==> src/rtl/fmul_pkg.sv <==
// Shared constants and sideband record for the pipelined FP32 multiplier.
package fmul_pkg;

  localparam int PROD_W = 48;
  localparam int FRAC_W = 23;
  localparam int EXP_W  = 10;

  typedef struct packed {
    logic              sign;
    logic [EXP_W-1:0]  exp;
    logic              s_is_nan;
    logic              s_is_inf;
    logic [FRAC_W-1:0] qnan_frac;
  } fmul_side_t;

  localparam int SIDE_W = $bits(fmul_side_t);

endpackage

==> src/rtl/fmul_pipe_slot.sv <==
// One pipeline register slot: data word plus valid bit, with load/drain/flush control.
module fmul_pipe_slot #(
  parameter int W = 8
) (
  input  logic         clk,
  input  logic         clrn,
  input  logic         flush,
  input  logic         i_load,
  input  logic         i_drain,
  input  logic [W-1:0] i_d,
  output logic         o_valid,
  output logic [W-1:0] o_q
);

  logic         r_valid;
  logic [W-1:0] r_data;

  // Flush kills the entry but leaves data untouched; a load overrides a drain.
  always_ff @(posedge clk or negedge clrn) begin
    if (!clrn) begin
      r_valid <= 1'b0;
      r_data  <= '0;
    end else if (flush) begin
      r_valid <= 1'b0;
    end else begin
      r_valid <= i_load | (r_valid & ~i_drain);
      if (i_load) r_data <= i_d;
    end
  end

  assign o_valid = r_valid;
  assign o_q     = r_data;

endmodule

==> src/rtl/fmul_cpa_stage.sv <==
// Two-slot carry-propagate adder for the FP32 multiplier product (low half in A, high half in B).
// Optional sticky outputs are built when FMUL_CPA_STICKY_EN is defined.
module fmul_cpa_stage
  import fmul_pkg::*;
#(
  parameter int PROD_W = fmul_pkg::PROD_W,
  parameter int SPLIT  = 24
) (
  input  logic              clk,
  input  logic              clrn,
  input  logic              flush,
  input  logic              in_valid,
  output logic              in_ready,
  input  logic              sign,
  input  logic [EXP_W-1:0]  exp,
  input  logic              s_is_nan,
  input  logic              s_is_inf,
  input  logic [FRAC_W-1:0] qnan_frac,
  input  logic [PROD_W-1:0] z_sum,
  input  logic [PROD_W-1:0] z_carry,
  output logic              out_valid,
  input  logic              out_ready,
  output logic              o_sign,
  output logic [EXP_W-1:0]  o_exp,
  output logic              o_s_is_nan,
  output logic              o_s_is_inf,
  output logic [FRAC_W-1:0] o_qnan_frac,
  output logic [PROD_W-1:0] o_temp_sum,
  output logic [1:0]        o_sticky
);

  localparam int HI_W = PROD_W - SPLIT;
`ifdef FMUL_CPA_STICKY_EN
  localparam int STK_W = 2;
`else
  localparam int STK_W = 0;
`endif
  localparam int A_W = (SPLIT + 1) + 2 * HI_W + SIDE_W + STK_W;
  localparam int B_W = PROD_W + SIDE_W + STK_W;

  logic              w_va, w_vb, w_adv_a, w_adv_b, w_accept;
  fmul_side_t        w_side_in, w_a_side, w_b_side;
  logic [SPLIT:0]    w_lo, w_a_lo;
  logic [HI_W-1:0]   w_a_hs, w_a_hc, w_hi;
  logic [A_W-1:0]    w_a_d, w_a_q;
  logic [B_W-1:0]    w_b_d, w_b_q;

  assign w_adv_b  = w_vb & out_ready;
  assign w_adv_a  = w_va & (~w_vb | w_adv_b);
  assign in_ready = ~w_va | w_adv_a;
  assign w_accept = in_valid & in_ready & ~flush;

  assign w_side_in = '{sign: sign, exp: exp, s_is_nan: s_is_nan,
                       s_is_inf: s_is_inf, qnan_frac: qnan_frac};
  assign w_lo = {1'b0, z_sum[SPLIT-1:0]} + {1'b0, z_carry[SPLIT-1:0]};
  // Slot B finishes the high half using the carry captured in slot A.
  assign w_hi = w_a_hs + w_a_hc + {{(HI_W-1){1'b0}}, w_a_lo[SPLIT]};

`ifdef FMUL_CPA_STICKY_EN
  logic [1:0] w_stk_in, w_a_stk;
  assign w_stk_in = {|w_lo[22:0], |w_lo[21:0]};
  assign w_a_d = {w_lo, z_sum[PROD_W-1:SPLIT], z_carry[PROD_W-1:SPLIT], w_side_in, w_stk_in};
  assign {w_a_lo, w_a_hs, w_a_hc, w_a_side, w_a_stk} = w_a_q;
  assign w_b_d = {w_hi, w_a_lo[SPLIT-1:0], w_a_side, w_a_stk};
  assign {o_temp_sum, w_b_side, o_sticky} = w_b_q;
`else
  assign w_a_d = {w_lo, z_sum[PROD_W-1:SPLIT], z_carry[PROD_W-1:SPLIT], w_side_in};
  assign {w_a_lo, w_a_hs, w_a_hc, w_a_side} = w_a_q;
  assign w_b_d = {w_hi, w_a_lo[SPLIT-1:0], w_a_side};
  assign {o_temp_sum, w_b_side} = w_b_q;
  assign o_sticky = 2'b00;
`endif

  fmul_pipe_slot #(.W(A_W)) u_slot_a (
    .clk     (clk),
    .clrn    (clrn),
    .flush   (flush),
    .i_load  (w_accept),
    .i_drain (w_adv_a),
    .i_d     (w_a_d),
    .o_valid (w_va),
    .o_q     (w_a_q)
  );

  fmul_pipe_slot #(.W(B_W)) u_slot_b (
    .clk     (clk),
    .clrn    (clrn),
    .flush   (flush),
    .i_load  (w_adv_a),
    .i_drain (w_adv_b),
    .i_d     (w_b_d),
    .o_valid (w_vb),
    .o_q     (w_b_q)
  );

  assign out_valid   = w_vb;
  assign o_sign      = w_b_side.sign;
  assign o_exp       = w_b_side.exp;
  assign o_s_is_nan  = w_b_side.s_is_nan;
  assign o_s_is_inf  = w_b_side.s_is_inf;
  assign o_qnan_frac = w_b_side.qnan_frac;

endmodule

==> config.mk <==
export PLATFORM = sky130hd
export DESIGN_NAME = fmul_cpa_stage
export DESIGN_NICKNAME = d
export VERILOG_FILES = /design/src/rtl/fmul_pkg.sv /design/src/rtl/fmul_pipe_slot.sv /design/src/rtl/fmul_cpa_stage.sv
export SDC_FILE = /design/constraint.sdc
export NUM_CORES = 1
export LEC_CHECK = 0
export CORE_ASPECT_RATIO = 0.5
export CORE_MARGIN = 4
export CORE_UTILIZATION = 45
export DETAILED_ROUTE_END_ITERATION = 8
export PLACE_DENSITY = 0.78
export SYNTH_ARGS = -nofsm -noshare
export SYNTH_HDL_FRONTEND = slang
export SYNTH_HIERARCHICAL = 1
export SYNTH_SLANG_ARGS = --single-unit
==> constraint.sdc <==
create_clock -name clk -period 3.8 [get_ports clk]
set_input_delay 0.76 -clock clk [delete_from_list [all_inputs] [get_ports clk]]
set_output_delay 0.76 -clock clk [all_outputs]
set_load 0.005 [all_outputs]
**Yosys cells after proc, flatten, opt, wreduce, memory -nomap -nowiden**

Index checks and enable logic that the tools add are counted.

- Add/subtract/negate cells: 3
- Multiplexer cells: 2
- Bitwise gates (word level): 15
- Reductions and logical operators: 2

Operators with widths:

| operator | count |
|---|---|
| adder 24 x 24 -> 25 bit | 1 |
| adder 24 x 1 -> 24 bit | 1 |
| adder 24 bit | 1 |
| bitwise AND 1 bit | 6 |
| NOT 1 bit | 5 |
| bitwise OR 1 bit | 4 |
| AND reduction 2 bit | 2 |
| 2-to-1 mux 1 bit | 2 |

- Register bits after elaboration: 195
- Input port bits: 137
- Output and inout bits: 88

**Longest topological paths before layout**

Gate-level depths: netlist of the first run.

- Word-level depth: 8
- Mapped depth: 10
- Gate-level depth less buffers: 10

**Modules after synthesis**

The synthesis of the first run kept the hierarchy.

Modules (own cells, without submodules):

| module | times used | cells each | area each (um2) |
|---|---|---|---|
| fmul_pipe_slot (u_slot_a) | 1 | 235 | 4147.7 |
| fmul_pipe_slot (u_slot_b) | 1 | 182 | 3482.1 |
| fmul_cpa_stage | 1 | 341 | 2452.4 |

**Worst setup path before layout of the first run**

No wires, ideal clock.

- Path type: input-to-reg
- Start: input z_sum[0]
- End: register u_slot_a.r_data[108] (netlist: u_slot_a/o_q[108])
- Setup time: 125 ps
- Arrival time: 2928 ps
- Slack: 747 ps
- Stages: 10
- Buffers on the path: 0
- Cell sequence: ha_1 fa_1 a211oi_1 nor2_1 o22ai_1 a31oi_1 a21oi_2 o21ai_2 a31o_2 mux2_2

- Longest elaborated chain between the ends: 1

Ends and longest elaborated chain:

| what | line | RTL |
|---|---|---|
| start: declaration | fmul_cpa_stage.sv:19 | `input logic [PROD_W-1:0] z_sum,` |
| adder 24 x 24 -> 25 bit | fmul_cpa_stage.sv:55 | `assign w_lo = {1'b0, z_sum[SPLIT-1:0]} + {1'b0, z_carry[SPLIT-1:0]};` |
| net w_lo[24] | fmul_cpa_stage.sv:43 | `logic [SPLIT:0] w_lo, w_a_lo;` |
| end signal: assignment | fmul_pipe_slot.sv:27 | `if (i_load) r_data <= i_d;` |
| end: declaration | fmul_pipe_slot.sv:16 | `logic [W-1:0] r_data;` |

The timed path passes the listed nets, and every way through them passes these cells.
A chain may end at the register's enable or synchronous reset.

**Worst setup path after layout of the first run**

- Start: register u_slot_a.r_data[36] (netlist: u_slot_a/o_q[36])
- End: register u_slot_b.r_data[82] (netlist: u_slot_b/o_q[82])

- Longest elaborated chain between the ends: 2

Ends and longest elaborated chain:

| what | line | RTL |
|---|---|---|
| adder 24 bit | fmul_cpa_stage.sv:57 | `assign w_hi = w_a_hs + w_a_hc + {{(HI_W-1){1'b0}}, w_a_lo[SPLIT]};` |
| adder 24 x 1 -> 24 bit | fmul_cpa_stage.sv:57 |  |
| net w_hi[22] | fmul_cpa_stage.sv:44 | `logic [HI_W-1:0] w_a_hs, w_a_hc, w_hi;` |
| end signal: assignment | fmul_pipe_slot.sv:27 |  |
| end: declaration | fmul_pipe_slot.sv:16 |  |

The timed path passes the listed nets, and every way through them passes these cells.

==> out/results.tsv, run 1 <==
stage	metric	value	unit
clocking	cts_hold_repair.buffers	0	
global_routing	globalRouteTotalUtil	0.189	
placed_design	port_buffers	222	
finish	antennaDiodeCount	0	
finish	post_route_cells_drive_above_1_share	0.252	
clocking	cts_tree	yes	
setup_path	critPathMaxFanout	5	
detailed_routing	antenna_violating_nets_post_route	0	
synthesis	most_repeated_cell_in_the_gate_level_netlist_after_synthesis	sky130_fd_sc_hd__dfrtp_1	
synthesis	ys.warnings.count	6	
global_routing	overflow	0	
clocking	postCtsResizedCells	0	
setup_path	critical_path_arrival	3.73	ns
finish	layout.nets	1164	
detailed_routing	drt_iter0_drc	400	
timing	tightest_slew	0.798	ns
clocking	root_buffer	sky130_fd_sc_hd__clkbuf_16	
synthesis	synth_seq_area_share	0.484	
finish	fill_cells	1713	
detailed_routing	average_wire_length_per_cell_after_detail_routing	18.1	microns
floorplanning	initial_cell_density_of_the_core	0.462	
global_routing	global_route_wire_length_before_repair	37.8	mm
synthesis	postSynth.asyncResetShare	1.00	
clocking	cts_num_sinks	195	
setup_path	setup.worst_path.class	flip-flop to flip-flop	
setup_path	startpoint_type	flip-flop	
synthesis	synth_top_cells_by_count	sky130_fd_sc_hd__dfrtp_1 (195), sky130_fd_sc_hd__mux2_2 (123), sky130_fd_sc_hd__mux2_4 (70)	
timing	fin_worst_skew	0.0186	ns
synthesis	synth_top_cells_by_area	sky130_fd_sc_hd__dfrtp_1 (48%), sky130_fd_sc_hd__mux2_2 (14%), sky130_fd_sc_hd__mux2_4 (10%)	
floorplanning	die_y	114	microns
detailed_routing	remaining_drc_errors	0	
detailed_routing	dr.pass1.iters	5	
global_routing	pin_count_of_the_biggest_net_entering_global_routing	98	
timing	slew-limit-headroom	0.468	
timing	final_hold_viol_count	0	
synthesis	synth_seq_cells	195	
floorplanning	core	0.0218	sq mm
floorplanning	die_w	220	microns
clocking	cts_made_buffers	17	
timing	tns	0	ns
finish	syn_to_final_growth	29.6	%
power	powerDensity	617	mW/mm^2
power	largest_voltage_drop_on_the_vdd_net	375	uV
synthesis	synth_top_area_cell	sky130_fd_sc_hd__dfrtp_1	
finish	postLayoutCoreUtil	0.599	
global_routing	antenna_found_initial	0	
synthesis	dominantRegCellSynth	sky130_fd_sc_hd__dfrtp_1	
clocking	cts_htree_levels	4	
floorplanning	die-area	0.0250	sq mm
floorplanning	ioPinCount	225	
setup_path	timing.critical_path.to_type	flip-flop	
floorplanning	placementRows	38	
power	leakage	5.64	nW
setup_path	critPathRequiredTime	4.12	ns
timing	setup_repair_after_global_routing_missed_its_margin	false	
clocking	post_cts_buffers	0	
detailed_routing	route.vias.total	6740	
global_routing	vias_in_the_first_global_route	7210	
synthesis	post_synthesis_cell_area	0.0101	sq mm
timing	achievable-frequency	294	MHz
placed_design	hpwl_after_dpl	17.5	mm
clocking	clockBufferDepth	2	
run	timing.max_cap.violations	0	
timing	layout_worst_path_cycle_share	0.895	
synthesis	syn_avg_cell_area	13.3	sq um
synthesis	synth_edf_count	0	
detailed_routing	drt_wl_total	23.4	mm
placed_design	gp_routability_congestion	0.845	
detailed_routing	via_count_normalized_by_instance_count	5.22	
timing	report.final.slew_viol_count	0	
synthesis	post_syn_instances	758	
status	run_status	finished, final reports clean	
synthesis	synth_largest_type_area_fraction	0.484	
timing	finalSetupViolCount	0	
hold_path	hp-class	input pin to async pin	
synthesis	ys_types	57	
clocking	clk_pin_slew_worst_paths	0.07	ns
clocking	clock_insertion_delay_worst_skew	0.44	ns
timing	min_period	3.40	ns
==> area by class of cell <==
type                       instances  area, sq um  share of cell area
multi-input combinational        522         4850               0.372
clock buffer                      20          457              0.0350
timing repair buffer             233         2330               0.179
inverter                           9         33.8             0.00259
sequential                       195         4880               0.374
clock inverter                    12          130             0.00996
tap                              300          375              0.0287
==> routing by layer <==
| layer | vias up | GRT usage | share of wire |
|---|---|---|---|
| met1 | 3400 | 0.233 | 0.43 |
| met3 | 30 | 0.0378 | 0.031 |
| li1 | 3184 | - | - |
| met4 | 0 | 0.0560 | 0.020 |
| met5 | - | 0 | 0 |
| met2 | 126 | 0.339 | 0.52 |
==> logic make-up (layout without fill, tap and decap cells) <==
family | after synthesis | after routing | share of synthesized area
flops | 195 | 195 | 0.484
mux | 194 | 194 | 0.243
compound gates | 148 | 148 | 0.0958
simple gates | 90 | 90 | 0.0454
fa+ha+maj | 49 | 49 | 0.0630
buf+inv | 42 | 274 | 0.0349
xor+xnor | 39 | 39 | 0.0339
other cells | 1 | 2 | 0.000372
==> placed cells by master (no fill, tap or decap), drive strengths merged, types with 8 or more instances in the layout <==
| cell type | count |
|---|---|
| clkdlybuf4s50 | 221 |
| dfrtp | 195 |
| mux2 | 193 |
| a21oi | 49 |
| ha | 46 |
| o21ai | 27 |
| a21o | 23 |
| nor2 | 22 |
| nand2 | 22 |
| xnor2 | 21 |
| clkbuf | 21 |
| xor2 | 18 |
| nand3 | 14 |
| inv | 11 |
| buf | 11 |
| o211ai | 8 |
==> worst paths after layout <==
| kind | startpoint | endpoint | slack, ns | depth (start not counted) |
|---|---|---|---|---|
| setup / recovery | u_slot_a/o_q[36]$_DFFE_PN0P_ | u_slot_b/o_q[82]$_DFFE_PN0P_ | 0.40 | 10 |
| hold / removal | clrn | u_slot_a/o_q[66]$_DFFE_PN0P_ | 0.38 | 1 |
| setup reg to reg | u_slot_a/o_q[36]$_DFFE_PN0P_ | u_slot_b/o_q[82]$_DFFE_PN0P_ | 0.40 | 10 |
| hold reg to reg | u_slot_a/o_q[89]$_DFFE_PN0P_ | u_slot_b/o_q[41]$_DFFE_PN0P_ | 0.50 | 1 |
| max in group asynchronous | clrn | u_slot_a/o_q[4]$_DFFE_PN0P_ | 2.56 | 2 |
| min in group clk | u_slot_a/o_q[89]$_DFFE_PN0P_ | u_slot_b/o_q[41]$_DFFE_PN0P_ | 0.50 | 1 |
==> through the flow <==
step / area [sq um] / std cells / setup slack (ns) / total power, mW / hold slack [ns]
finish: 13100 / 1291 / 0.399 / 8.07 / 0.379
global route: 13100 / 1291 / 0.269 / 8.51 / 0.445
CTS: 13100 / 1291 / 0.461 / 8.14 / 0.415
detailed placement: 12500 / 1259 / 0.150 / 6.29 / 0.492
global placement: 12500 / 1259 / 0.208 / 6.18 / 0.482
floorplan: 10100 / 759 / 0.747 / 4.81 / 0.464
==> state kept, by name, summed over array words and instances (netlist names) <==
name	count
u_slot_b/o_valid	1
u_slot_b/o_q	84
u_slot_a/o_q	109
u_slot_a/o_valid	1
==> worst max-delay path, stage by stage, from the launching register on <==
cell and delay, ns:
sky130_fd_sc_hd__dfrtp_1 0.40, sky130_fd_sc_hd__fa_1 0.49, sky130_fd_sc_hd__fa_1 0.46, sky130_fd_sc_hd__a211oi_1 0.38
sky130_fd_sc_hd__o211ai_1 0.16, sky130_fd_sc_hd__nand3_1 0.15, sky130_fd_sc_hd__a21boi_0 0.23, sky130_fd_sc_hd__a211oi_1 0.39
sky130_fd_sc_hd__a31oi_1 0.19, sky130_fd_sc_hd__xor2_1 0.17, sky130_fd_sc_hd__mux2_2 0.27
==> report_power, final <==
part / total [mW] / switching [mW] / internal [mW] / leakage, nW
Combinational: 3.09 / 1.14 / 1.95 / 3.03
Sequential: 3.17 / 0.418 / 2.75 / 2.32
Clock: 1.81 / 0.804 / 1.01 / 0.287
Total: 8.07 / 2.36 / 5.70 / 5.64
Note: power is estimated with default switching activity, not from simulation.
==> run 2: changes to the inputs <==
--- a/config.mk
+++ b/config.mk
@@ -10,6 +10,7 @@
 export CORE_UTILIZATION = 45
 export DETAILED_ROUTE_END_ITERATION = 8
 export PLACE_DENSITY = 0.78
+export SKIP_CTS_REPAIR_TIMING = 1
 export SYNTH_ARGS = -nofsm -noshare
 export SYNTH_HDL_FRONTEND = slang
 export SYNTH_HIERARCHICAL = 1
==> results of run 2 <==
No change in the layout: final DEF, timing and power equal those of run 1.
==> run 3: changes to the inputs <==
--- a/config.mk
+++ b/config.mk
@@ -15,3 +15,4 @@
 export SYNTH_HDL_FRONTEND = slang
 export SYNTH_HIERARCHICAL = 1
 export SYNTH_SLANG_ARGS = --single-unit
+export TNS_END_PERCENT = 100
==> results of run 3 <==
No change in the layout: final DEF, timing and power equal those of run 1.
